===== config.mk =====
export PLATFORM = sky130hd
export DESIGN_NAME = amp_seq_ctrl
export DESIGN_NICKNAME = d
export VERILOG_FILES = /design/src/rtl/toi2s_pkg.sv /design/src/rtl/amp_seq_ctrl.sv
export SDC_FILE = /design/constraint.sdc
export NUM_CORES = 1
export LEC_CHECK = 0
export BUFFER_PORTS_ARGS = -buffer_cell sky130_fd_sc_hd__buf_2
export CAP_MARGIN = 20
export CORE_UTILIZATION = 44
export CTS_CLUSTER_DIAMETER = 150
export CTS_CLUSTER_SIZE = 30
export DETAILED_ROUTE_END_ITERATION = 10
export GPL_TIMING_DRIVEN = 1
export SYNTH_ARGS = -nofsm -noshare
export SYNTH_HDL_FRONTEND = slang
export SYNTH_SLANG_ARGS = --single-unit
export TNS_END_PERCENT = 1

===== constraint.sdc =====
create_clock -name clk -period 5.2 [get_ports clk]
set_input_delay 0.52 -clock clk [delete_from_list [all_inputs] [get_ports clk]]
set_output_delay 0.52 -clock clk [all_outputs]
set_load 0.005 [all_outputs]

===== src/rtl/toi2s_pkg.sv =====
// Shared types and constants for the toi2s amplifier control path.
//
// Contents:
//   amp_seq_state_t   - amplifier sequencer state. The encoding is visible to
//                       software through state_mon, so it must not be reordered.
//   amp_init_entry_t  - one register write of the amplifier init table.
//   AMP_INIT_TABLE    - init writes, issued in order from entry 0. A sequencer
//                       built with NUM_INIT = N uses the first N entries.
//   rb_sys_cfg_wire_t - amplifier-related fields of the sys_cfg register.
package toi2s_pkg;

    typedef enum logic [2:0] {
        AMP_OFF         = 3'd0,
        AMP_PWRUP       = 3'd1,
        AMP_INIT_WR     = 3'd2,
        AMP_READY       = 3'd3,
        AMP_UNMUTE_WAIT = 3'd4,
        AMP_PLAY        = 3'd5,
        AMP_SHUTDOWN    = 3'd6,
        AMP_FAULT       = 3'd7
    } amp_seq_state_t;

    typedef struct packed {
        logic [7:0] reg_addr;
        logic [7:0] data;
    } amp_init_entry_t;

    localparam int AMP_INIT_MAX = 16;

    // Unused tail entries are all-zero and are never issued for NUM_INIT < 16.
    localparam amp_init_entry_t AMP_INIT_TABLE [AMP_INIT_MAX] = '{
        '{reg_addr: 8'h01, data: 8'h80},   // soft reset
        '{reg_addr: 8'h02, data: 8'h10},   // I2S format
        '{reg_addr: 8'h03, data: 8'h24},   // analog gain
        '{reg_addr: 8'h04, data: 8'h0F},   // output stage enable
        '{reg_addr: 8'h00, data: 8'h00},
        '{reg_addr: 8'h00, data: 8'h00},
        '{reg_addr: 8'h00, data: 8'h00},
        '{reg_addr: 8'h00, data: 8'h00},
        '{reg_addr: 8'h00, data: 8'h00},
        '{reg_addr: 8'h00, data: 8'h00},
        '{reg_addr: 8'h00, data: 8'h00},
        '{reg_addr: 8'h00, data: 8'h00},
        '{reg_addr: 8'h00, data: 8'h00},
        '{reg_addr: 8'h00, data: 8'h00},
        '{reg_addr: 8'h00, data: 8'h00},
        '{reg_addr: 8'h00, data: 8'h00}
    };

    typedef struct packed {
        logic           amp_en;
        logic           soft_mute;
        logic           amp_err;
        amp_seq_state_t amp_state;
    } rb_sys_cfg_wire_t;

endpackage


===== src/rtl/amp_seq_ctrl.sv =====
// Power/mute sequencer for the external I2S amplifier.
//
// Owns amp_nenable and amp_mute. It powers the amplifier up and waits for it
// to settle, issues the init table through the byte-level I2C master, then
// unmutes once the audio stream has been valid long enough. On disable it
// mutes first and removes power only after the mute has settled.
//
// Ports:
//   clk, resetb           system clock, asynchronous active-low reset
//   amp_en_cfg            sys_cfg amplifier enable (level)
//   soft_mute_cfg         sys_cfg soft mute (level)
//   audio_valid           SPDIF lock / I2S stream valid
//   m_req                 write request to the I2C master
//   m_dev_addr            7-bit device address (constant DEV_ADDR)
//   m_reg_addr, m_wdata   register address and data of the current write
//   m_ack, m_nack         1-cycle completion pulses from the I2C master
//   amp_nenable           amplifier enable, active low
//   amp_mute              amplifier mute, active high
//   err_flag              sticky init failure, cleared on the next power-up
//   state_mon             current amp_seq_state_t encoding
//
// Master handshake: m_req rises with m_reg_addr/m_wdata already valid, and
// all three hold until the cycle after the master returns m_ack or m_nack.
// A completion pulse is only honoured while m_req is high. m_ack and m_nack
// together count as a NACK. After each completion m_req stays low for at
// least one cycle. An asynchronous reset may withdraw m_req at any time.
module amp_seq_ctrl
    import toi2s_pkg::*;
#(
    parameter logic [6:0] DEV_ADDR     = 7'h4C,
    parameter int          NUM_INIT     = 4,
    parameter int          T_PWRUP_CYC  = 27000,
    parameter int          T_UNMUTE_CYC = 270000,
    parameter int          T_MUTE_CYC   = 27000,
    parameter int          MAX_RETRY    = 2
) (
    input  logic       clk,
    input  logic       resetb,
    input  logic       amp_en_cfg,
    input  logic       soft_mute_cfg,
    input  logic       audio_valid,
    output logic       m_req,
    output logic [6:0] m_dev_addr,
    output logic [7:0] m_reg_addr,
    output logic [7:0] m_wdata,
    input  logic       m_ack,
    input  logic       m_nack,
    output logic       amp_nenable,
    output logic       amp_mute,
    output logic       err_flag,
    output logic [2:0] state_mon
);

    localparam int T_MAX_A = (T_PWRUP_CYC > T_MUTE_CYC) ? T_PWRUP_CYC : T_MUTE_CYC;
    localparam int T_MAX   = (T_UNMUTE_CYC > T_MAX_A) ? T_UNMUTE_CYC : T_MAX_A;
    localparam int CNT_W   = (T_MAX > 1) ? $clog2(T_MAX) : 1;
    localparam int RETRY_W = (MAX_RETRY > 0) ? $clog2(MAX_RETRY + 1) : 1;
    localparam int IDX_W   = 4;

    // Counters load N-1 and act when they read 0, so every wait is N cycles.
    localparam logic [CNT_W-1:0]   PWRUP_LOAD  = CNT_W'(T_PWRUP_CYC - 1);
    localparam logic [CNT_W-1:0]   UNMUTE_LOAD = CNT_W'(T_UNMUTE_CYC - 1);
    localparam logic [CNT_W-1:0]   MUTE_LOAD   = CNT_W'(T_MUTE_CYC - 1);
    localparam logic [IDX_W-1:0]   LAST_IDX    = IDX_W'(NUM_INIT - 1);
    localparam logic [RETRY_W-1:0] RETRY_LIM   = RETRY_W'(MAX_RETRY);

    amp_seq_state_t     state_q, state_d;
    logic [CNT_W-1:0]   cnt_q, cnt_d;
    logic [IDX_W-1:0]   idx_q, idx_d;
    logic [RETRY_W-1:0] retry_q, retry_d;
    logic               req_q, req_d;
    logic [7:0]         reg_addr_q, reg_addr_d;
    logic [7:0]         wdata_q, wdata_d;
    logic               nenable_q, nenable_d;
    logic               mute_q, mute_d;
    logic               err_q, err_d;
    // Set once amp_en_cfg has been seen low during init; the write in flight
    // completes, but nothing further is issued.
    logic               abort_q, abort_d;

    logic            quit;
    amp_init_entry_t entry_cur;

    assign quit      = abort_q | ~amp_en_cfg;
    assign entry_cur = AMP_INIT_TABLE[idx_q];

    always_ff @(posedge clk or negedge resetb) begin
        if (!resetb) begin
            state_q    <= AMP_OFF;
            cnt_q      <= '0;
            idx_q      <= '0;
            retry_q    <= '0;
            req_q      <= 1'b0;
            reg_addr_q <= 8'h00;
            wdata_q    <= 8'h00;
            nenable_q  <= 1'b1;
            mute_q     <= 1'b1;
            err_q      <= 1'b0;
            abort_q    <= 1'b0;
        end else begin
            state_q    <= state_d;
            cnt_q      <= cnt_d;
            idx_q      <= idx_d;
            retry_q    <= retry_d;
            req_q      <= req_d;
            reg_addr_q <= reg_addr_d;
            wdata_q    <= wdata_d;
            nenable_q  <= nenable_d;
            mute_q     <= mute_d;
            err_q      <= err_d;
            abort_q    <= abort_d;
        end
    end

    always_comb begin
        state_d    = state_q;
        cnt_d      = cnt_q;
        idx_d      = idx_q;
        retry_d    = retry_q;
        req_d      = req_q;
        reg_addr_d = reg_addr_q;
        wdata_d    = wdata_q;
        nenable_d  = nenable_q;
        mute_d     = mute_q;
        err_d      = err_q;
        abort_d    = 1'b0;

        case (state_q)
            AMP_OFF: begin
                if (amp_en_cfg) begin
                    state_d   = AMP_PWRUP;
                    cnt_d     = PWRUP_LOAD;
                    nenable_d = 1'b0;
                    err_d     = 1'b0;
                end
            end

            AMP_PWRUP: begin
                if (!amp_en_cfg) begin
                    state_d = AMP_SHUTDOWN;
                    cnt_d   = MUTE_LOAD;
                    mute_d  = 1'b1;
                end else if (cnt_q == '0) begin
                    state_d    = AMP_INIT_WR;
                    idx_d      = '0;
                    retry_d    = '0;
                    req_d      = 1'b1;
                    reg_addr_d = AMP_INIT_TABLE[0].reg_addr;
                    wdata_d    = AMP_INIT_TABLE[0].data;
                end else begin
                    cnt_d = cnt_q - 1'b1;
                end
            end

            AMP_INIT_WR: begin
                abort_d = quit;
                if (req_q) begin
                    if (m_nack) begin
                        // A simultaneous m_ack lands here too.
                        req_d = 1'b0;
                        if (retry_q < RETRY_LIM) begin
                            retry_d = retry_q + 1'b1;
                            if (quit) begin
                                state_d = AMP_SHUTDOWN;
                                cnt_d   = MUTE_LOAD;
                            end
                        end else begin
                            state_d   = AMP_FAULT;
                            err_d     = 1'b1;
                            nenable_d = 1'b1;
                        end
                    end else if (m_ack) begin
                        req_d = 1'b0;
                        if (quit) begin
                            state_d = AMP_SHUTDOWN;
                            cnt_d   = MUTE_LOAD;
                        end else if (idx_q == LAST_IDX) begin
                            state_d = AMP_READY;
                        end else begin
                            idx_d   = idx_q + 1'b1;
                            retry_d = '0;
                        end
                    end
                end else begin
                    // Idle gap after a completion: issue the next write or stop.
                    if (quit) begin
                        state_d = AMP_SHUTDOWN;
                        cnt_d   = MUTE_LOAD;
                    end else begin
                        req_d      = 1'b1;
                        reg_addr_d = entry_cur.reg_addr;
                        wdata_d    = entry_cur.data;
                    end
                end
            end

            AMP_READY: begin
                if (!amp_en_cfg) begin
                    state_d = AMP_SHUTDOWN;
                    cnt_d   = MUTE_LOAD;
                end else if (audio_valid && !soft_mute_cfg) begin
                    state_d = AMP_UNMUTE_WAIT;
                    cnt_d   = UNMUTE_LOAD;
                end
            end

            AMP_UNMUTE_WAIT: begin
                if (!amp_en_cfg) begin
                    state_d = AMP_SHUTDOWN;
                    cnt_d   = MUTE_LOAD;
                end else if (!audio_valid || soft_mute_cfg) begin
                    state_d = AMP_READY;
                end else if (cnt_q == '0) begin
                    state_d = AMP_PLAY;
                    mute_d  = 1'b0;
                end else begin
                    cnt_d = cnt_q - 1'b1;
                end
            end

            AMP_PLAY: begin
                if (!amp_en_cfg) begin
                    state_d = AMP_SHUTDOWN;
                    cnt_d   = MUTE_LOAD;
                    mute_d  = 1'b1;
                end else if (!audio_valid || soft_mute_cfg) begin
                    state_d = AMP_READY;
                    mute_d  = 1'b1;
                end
            end

            AMP_SHUTDOWN: begin
                // Re-enable is deliberately ignored until power is fully off.
                if (cnt_q == '0) begin
                    state_d   = AMP_OFF;
                    nenable_d = 1'b1;
                end else begin
                    cnt_d = cnt_q - 1'b1;
                end
            end

            AMP_FAULT: begin
                if (!amp_en_cfg) begin
                    state_d = AMP_OFF;
                end
            end

            default: begin
                state_d   = AMP_OFF;
                req_d     = 1'b0;
                nenable_d = 1'b1;
                mute_d    = 1'b1;
            end
        endcase
    end

    assign m_req       = req_q;
    assign m_dev_addr  = DEV_ADDR;
    assign m_reg_addr  = reg_addr_q;
    assign m_wdata     = wdata_q;
    assign amp_nenable = nenable_q;
    assign amp_mute    = mute_q;
    assign err_flag    = err_q;
    assign state_mon   = state_q;

endmodule


-- Yosys cells after proc, flatten, opt, wreduce, memory -nomap -nowiden
Memories as Yosys holds them, arrays and structs flattened.
Cells that the tools add are included.
W data, S select, Z words.
- register bits after elaboration: 49
- bits in latches: 0
- RAM bits: 0
- bits in read-only memories: 256
- input port bits: 7
- output and inout bits: 30
- logic and storage cells: 162
- memories kept: 1
- add/subtract/negate cells: 3
- multipliers: 0
- divide/modulo/power cells: 0
- magnitude comparators: 2
- eq/ne operators: 38
- shift operators: 0
- multiplexer cells: 84
- bitwise gates (word level): 3
- reductions and logical operators: 20
- memories (memory ; words ; width ; rd ports ; clocked after memory_dff ; wr ports ; RTL line ; text):
    (name not given) ; 16 ; 16 ; 1 ; 0 ; 0 ; amp_seq_ctrl.sv:85 ; assign entry_cur = AMP_INIT_TABLE[idx_q];
- operators by type and width (cell ; count):
    $mux W19 ; 13
    $pmux W19 S7 ; 1
    $mux W8 ; 8
    $mux W3 ; 19
    $ne A2 B2 Y1 const B ; 18
    $mux W16 ; 2
    $pmux W8 S2 ; 2
    $mux W4 ; 7
    $ne A3 B3 Y1 const B ; 8
    $pmux W3 S8 ; 1
    $logic_not A19 Y1 ; 1
    $sub A19 B1 Y19 const B ; 1
    $mux W1 ; 17
    $mux W2 ; 8
    $reduce_and A8 Y1 ; 2
    $eq A3 B3 Y1 const B ; 4
    $ne A4 B4 Y1 const B ; 3
    $reduce_and A6 Y1 ; 2
    $reduce_and A5 Y1 ; 2
    $reduce_and A9 Y1 ; 1
    $pmux W4 S2 ; 1
    $reduce_and A7 Y1 ; 1
    $reduce_bool A7 Y1 ; 1
    $eq A3 B2 Y1 const B ; 2
    20 further kinds ; 25

-- Depth between registers and ports, before layout
Gate-level depths: netlist (run 1).
- word-level depth: 7
- gate-level depth with buffers: 9
- mapped depth without buffers: 8

-- Worst setup path after synthesis (run 1)
No wires, ideal clock.
- path kind: reg2reg
- start: register cnt_q[0]
- end: register reg_addr_q[0], in the netlist m_reg_addr[0]
- library setup time: 0.127 ns
- arrival: 2.226 ns
- data required time: 5.073 ns
- slack: 2.847 ns
- cell stages (with the launch flop): 9
- buffers on the path: 0
- clock period less this slack: 2.353 ns
- path through: dfrtp_1 inv_1 ha_1 or4b_2 nor3_1 nand3_1 o31a_1 a211oi_1 a21oi_1
- longest elaborated chain between the ends: 3
- ends and longest elaborated chain (item ; RTL line ; text):
    start: declaration ; amp_seq_ctrl.sv:68 ; logic [CNT_W-1:0] cnt_q, cnt_d;
    start signal: assignment ; amp_seq_ctrl.sv:102 ; cnt_q <= cnt_d;
    $logic_not A19 Y1 ; amp_seq_ctrl.sv:143 ; end else if (cnt_q == '0) begin
    $ne A2 B2 Y1 (no line) ; -- ;
    $reduce_and A5 Y1 (no line) ; -- ;
    end signal: assignment ; amp_seq_ctrl.sv:106 ; reg_addr_q <= reg_addr_d;
    end: declaration ; amp_seq_ctrl.sv:72 ; logic [7:0] reg_addr_q, reg_addr_d;
No other way between the ends.
A chain may end at the register's enable or synchronous reset.

-- Worst setup path in the final report (run 1)
Same ends and word-level chain as after synthesis.

==> results of run 1 <==
## logic make-up after synthesis
logic type	count (synthesis)	share of synthesized area (%)
AND/OR/NAND/NOR	109	21.7
flip-flops	40	38.6
XOR/XNOR	2	0.674
AO/OA/AOI/OAI	112	26.1
adder cells (fa/ha/maj)	6	2.89
other	2	0.289
multiplexers	2	0.818
buffers and inverters	44	8.95
## where the power goes
group	switching [mW]	internal, mW
sequential	0.150	0.423
combinational	0.424	0.274
clock	0.121	0.142
## synthesized netlist by cell type, drive strengths merged, types with 3 or more instances
library cell	count
o21ai	39
dfrtp	38
a21oi	33
nor2	26
nand2	25
buf	17
inv	14
clkbuf	13
nor3	12
nand3	10
a31oi	8
nand2b	7
ha	6
nor4	5
o31a	5
a21o	4
or4	4
a211oi	3
and2	3
nand4	3
o22ai	3
or3	3
## registers in the layout (all words and copies together) (netlist names)
name,cells
err_flag,1
state_mon,3
m_wdata,5
m_reg_addr,2
retry_q,2
abort_q,1
cnt_q,19
m_req,1
amp_mute,1
idx_q,4
amp_nenable,1
## layout make-up
type | count | area share [%]
Multi-Input combinational cell | 244 | 50.6
Sequential cell | 40 | 36.1
Timing Repair Buffer | 23 | 4.14
Tap cell | 72 | 3.24
Clock buffer | 5 | 2.48
Inverter | 14 | 1.89
Clock inverter | 3 | 1.53
## stage by stage
| step | power [mW] | instances | instance area, µm² |
|---|---|---|---|
| floorplan | 1.08 | 328 | 2640 |
| global placement | 1.26 | 393 | 2670 |
| detailed placement | 1.27 | 393 | 2670 |
| CTS | 1.54 | 401 | 2780 |
| global route | 1.68 | 401 | 2780 |
| finish | 1.53 | 401 | 2780 |
## worst max-delay path, cell delays in order (launching register included)
cell	delay [ps]
dfrtp_1	430
inv_1	70
ha_1	220
or4b_2	700
nor3_1	390
nand3_1	310
o31a_1	320
a211oi_1	280
a21oi_1	60
## routing by layer
metal	GRT usage (%)	vias up	part of all wire, %
li1	-	1139	-
met1	30.3	1078	50
met2	30.7	68	43
met3	3.91	9	4.6
met4	6.91	0	1.4
met5	0	-	0
## final timing paths
| check | start | depth (start not counted) | endpoint |
|---|---|---|---|
| min reg2reg | m_wdata[5]$_DFFE_PN0P_ | 2 | m_wdata[5]$_DFFE_PN0P_ |
| min in group clk | m_wdata[5]$_DFFE_PN0P_ | 2 | m_wdata[5]$_DFFE_PN0P_ |
| max | cnt_q[0]$_DFFE_PN0P_ | 8 | m_reg_addr[0]$_DFFE_PN0P_ |
| max in group asynchronous | resetb | 1 | cnt_q[12]$_DFFE_PN0P_ |
| max reg2reg | cnt_q[0]$_DFFE_PN0P_ | 8 | m_reg_addr[0]$_DFFE_PN0P_ |
| min | resetb | 1 | m_reg_addr[1]$_DFFE_PN0P_ |
==> impl_metrics.env, run 1 <==
export IMPL_cellPowerDensity_nw_per_um2=552
export IMPL_ys_seq_area_share_pct=38.6
export IMPL_rsz0062_at_grt="false"
export IMPL_n_antenna_cell=0
export IMPL_die_h_um=78.9
export IMPL_drc=0
export IMPL_post_route_util_pct=49.5
export IMPL_grt_usage_pct=20.8
export IMPL_hold_viol=0
export IMPL_crit_arrival_ps=3080
export IMPL_die_w_um=78.9
export IMPL_cap_violations=0
export IMPL_place_ws_ps=2310
export IMPL_netlist_instances=317
export IMPL_clock_skew_ps=10.9
export IMPL_htree_levels=2
export IMPL_seq_area_um2=1000
export IMPL_post_route_min_period_ps=2900
export IMPL_critPathKind="reg2reg"
export IMPL_synth_top_area_share_pct=36.6
export IMPL_initial_utilization_pct=46.4
export IMPL_drt_vias_per_instance=5.72
export IMPL_routedWlPerCell_um=14.7
export IMPL_cts_clk_slew_worst_paths_ps=90
export IMPL_ir_drop_mv=0.280
export IMPL_fin_crit_sh_pct=55.7
export IMPL_synth_edf_count=0
export IMPL_grt_first_pass_wirelength_um=10100
export IMPL_num_nets_final=341
export IMPL_ant_nets=0
export IMPL_gp_congestion=0.878
export IMPL_syn_area_per_cell_um2=8.20
export IMPL_yosysTopAreaCell="dfrtp_1"
export IMPL_worst_setup_path_start_kind="flip-flop"
export IMPL_dp_hpwl_um=4090
export IMPL_drive_above_1_share_pct=13.7
export IMPL_antenna_found_initial=0
export IMPL_placementRows=27
export IMPL_critPathCaptureType="flip-flop"
export IMPL_area_growth_pct=6.83
export IMPL_die_area_um2=6220
export IMPL_rrSetupSlack_ps=2300
export IMPL_cts_buffer_depth=2
export IMPL_finalSetupTns_ps=0
export IMPL_setup_viol_count_final=0
export IMPL_via_count=2294
export IMPL_fmax_mhz=345
export IMPL_cts_sinks=40
export IMPL_min_path_type="in2async"
export IMPL_post_cts_resized=0
export IMPL_syn_area_um2=2600
export IMPL_clk_latency_ps=300
export IMPL_ios=37
export IMPL_numCtsBuffers=5
export IMPL_final_common_cell="o21ai_0"
export IMPL_ys_top_cells_by_area="dfrtp_1 37%, o21ai_0 7.5%, a21oi_1 6.4%, buf_4 4.6%, nor2_1 3.8%"
export IMPL_ys_ff_latch=40
export IMPL_p_leak_nw=1.22
export IMPL_holdBufCountCts=0
export IMPL_synthArstFlopShare_pct=100
export IMPL_crit_path_max_fanout=14
export IMPL_synth_warnings=0
export IMPL_clk_root_buffer_cell="clkbuf_8"
export IMPL_grt_max_degree=41
export IMPL_finalWirelength_um=5900
export IMPL_setup_slack_ps=2300
export IMPL_multi_input_area_um2=1410
export IMPL_cts_setup_buffers=0
export IMPL_layout_common_cells="39 x o21ai_0, 38 x dfrtp_1, 33 x a21oi_1, 26 x nor2_1, 25 x nand2_1"
export IMPL_num_fill_cells=548
export IMPL_cts_tree="built"
export IMPL_hold_ws_ps=328
export IMPL_worstPathRequired_ps=5380
export IMPL_first_iter_violations=187
export IMPL_overflow=0
export IMPL_max_slew_margin_pct=40.7
export IMPL_core_area_um2=5610
export IMPL_worst_pin_slew_ps=889
export IMPL_status="finished, final reports clean"
export IMPL_finalMaxSlewViolations=0
export IMPL_synth_flop_cell="dfrtp_1"
export IMPL_grt_pass1_vias=2138
export IMPL_port_buffer_count=23
export IMPL_ys_types=53
export IMPL_drt_first_pass_iters=4
(Power assumes the default switching activity.)
==> inputs of run 2 (changes only) <==
PLACE_DENSITY = 0.66   (was not set)
clock period = 2.5 ns   (was 5.2 ns; I/O delays follow)
==> run 2 against run 1 <==
Cell count increased by 4.5%. Critical path depth down 3. Utilization grew 2.7 points. Hold slack worse by 260 ps. Sequential share of layout area is 1.9 points lower. Register-to-register slack got worse by 2100 ps. Fmax rose by 24%. Global-route usage up 0.96 points. Count of clock-buffer cells in the layout unchanged. First-iteration DRC count shrank 7.0%. Total power rose by 120%. Via count is 4.9% higher. Critical path type unchanged. Critical endpoint is now cnt_q[13]$_DFFE_PN0P_. Largest power group unchanged.
==> impl_metrics.env, run 2 (synthesis results as in run 1) <==
export IMPL_status="finished, final reports clean"
export IMPL_rsz0062_at_grt="false"
export IMPL_numCtsBuffers=5
export IMPL_dp_cells=411
export IMPL_cts_sinks=40
export IMPL_n_antenna_cell=0
export IMPL_final_common_cell="o21ai_0"
export IMPL_cap_violations=0
export IMPL_via_count=2407
export IMPL_die_area_um2=6220
export IMPL_clk_root_buffer_cell="clkbuf_8"
export IMPL_drc=0
export IMPL_antenna_found_initial=0
export IMPL_drt_vias_per_instance=5.74
export IMPL_min_path_type="in2async"
export IMPL_core_area_um2=5610
export IMPL_critPathSlowestCell="or4_4"
export IMPL_cts_clk_slew_worst_paths_ps=90
export IMPL_placementRows=27
export IMPL_regMostFlops="cnt_q"
export IMPL_ff2ff_path_depth=5
export IMPL_cellPowerDensity_nw_per_um2=1150
export IMPL_post_route_cell_area_um2=2930
export IMPL_worst_pin_slew_ps=905
export IMPL_largest_reg_flops=19
export IMPL_crit_arrival_ps=2570
export IMPL_stdcell_count=419
export IMPL_crit_path_max_fanout=5
export IMPL_overflow=0
export IMPL_cts_tree="built"
export IMPL_critPathKind="reg2reg"
export IMPL_num_nets_final=359
export IMPL_gp_congestion=0.896
export IMPL_first_iter_violations=174
export IMPL_rr_endpoint="cnt_q[13]$_DFFE_PN0P_"
export IMPL_setup_viol_count_final=0
export IMPL_dp_hpwl_um=4420
export IMPL_timing_rr_start="cnt_q[9]$_DFFE_PN0P_"
export IMPL_grt_pass1_vias=2263
export IMPL_cp_buffers_inverters=0
export IMPL_finalMaxSlewViolations=0
export IMPL_crit_path_frequent_cell="or4_4"
export IMPL_routedWlPerCell_um=14.8
export IMPL_hold_viol=0
export IMPL_max_slew_margin_pct=39.7
export IMPL_drt_first_pass_iters=4
export IMPL_max_stage_delay_ps=550
export IMPL_clk_latency_ps=300
export IMPL_die_h_um=78.9
export IMPL_initial_utilization_pct=46.4
export IMPL_ant_nets=0
export IMPL_post_route_min_period_ps=2350
export IMPL_crit_family="simple AND/OR/NAND/NOR gates"
export IMPL_htree_levels=2
export IMPL_port_buffer_count=23
export IMPL_grt_first_pass_wirelength_um=10600
export IMPL_ios=37
export IMPL_p_leak_nw=1.31
export IMPL_worstPathRequired_ps=2730
export IMPL_crit_chain="or3_1 -> or4_4 -> or4_4 -> o31a_1 -> o22ai_1"
export IMPL_fin_crit_sh_pct=93.9
export IMPL_drive_above_1_share_pct=18.7
export IMPL_fmax_mhz=426
export IMPL_area_growth_pct=12.8
export IMPL_cts_setup_buffers=0
export IMPL_clock_skew_ps=6.32
export IMPL_ir_drop_mv=0.649
export IMPL_worst_setup_path_start_kind="flip-flop"
export IMPL_rrSetupSlack_ps=150
export IMPL_grt_max_degree=41
export IMPL_layout_common_cells="39 x o21ai_0, 38 x dfrtp_1, 33 x a21oi_1, 26 x nor2_1, 25 x nand2_1"
export IMPL_place_area_um2=2800
export IMPL_grt_usage_pct=21.7
export IMPL_critPathCaptureType="flip-flop"
export IMPL_die_w_um=78.9
export IMPL_holdBufCountCts=0
export IMPL_cts_buffer_depth=2
export IMPL_finalWirelength_um=6190
export IMPL_finalSetupTns_ps=0
export IMPL_total_power_mw=3.37
## run 2: layout make-up
class	instances	area [µm²]
Multi-Input combinational cell	244	1420
Timing Repair Buffer	41	250
Inverter	14	52.6
Clock buffer	5	68.8
Clock inverter	3	46.3
Fill cell	561	2680
Sequential cell	40	1000
Tap cell	72	90.1
## run 2: what timing repair did
action	CTS	global route
endpoints found under the hold margin	0	0
resized for setup	0	3
endpoints found under the setup margin	0	16
## run 2: report_power, final
| group | internal (mW) | switching [mW] |
|---|---|---|
| Combinational | 0.680 | 0.991 |
| Clock | 0.301 | 0.254 |
| Sequential | 0.881 | 0.258 |
| Total | 1.86 | 1.50 |
## run 2: layer usage
layer  part of all wire (%)  up-vias  global-route usage [%]
met5                      0        -                       0
met4                   0.99        0                    6.55
met3                    5.7        5                    3.45
met2                     45       88                    33.6
met1                     49     1130                    31.2
li1                       -     1184                       -
## run 2: through the flow
stage / utilization (%) / hold slack [ps] / worst slack (ps)
2_1_floorplan: - / -45.6 / 147
3_3_place_gp: 50.0 / 432 / 188
3_5_place_dp: 50.0 / 433 / 83.0
4_1_cts: 52.0 / 108 / 69.7
5_1_grt: 52.3 / 141 / 33.3
6_report: 52.3 / 70.4 / 153
## run 2: worst max-delay path by stage
| stage | end | startpoint | depth (start not counted) | slack, ps |
|---|---|---|---|---|
| 6_report | cnt_q[13]$_DFFE_PN0P_ | cnt_q[9]$_DFFE_PN0P_ | 5 | 150 |
| 4_1_cts | m_wdata[3]$_DFFE_PN0P_ | cnt_q[0]$_DFFE_PN0P_ | 8 | 70 |
| 3_3_place_gp | cnt_q[13]$_DFFE_PN0P_ | cnt_q[9]$_DFFE_PN0P_ | 5 | 190 |
| 2_1_floorplan | m_reg_addr[0]$_DFFE_PN0P_ | cnt_q[0]$_DFFE_PN0P_ | 8 | 150 |
| 5_1_grt | cnt_q[13]$_DFFE_PN0P_ | cnt_q[9]$_DFFE_PN0P_ | 5 | 30 |
| 3_5_place_dp | m_wdata[3]$_DFFE_PN0P_ | cnt_q[0]$_DFFE_PN0P_ | 8 | 80 |
## run 2: worst reg2reg max path: cells and delay by family, from the launching register on
kind | cells | cell delay (ps)
AOI/OAI and AO/OA | 2 | 420
and+or+nand+nor | 3 | 1430
DFF | 1 | 420
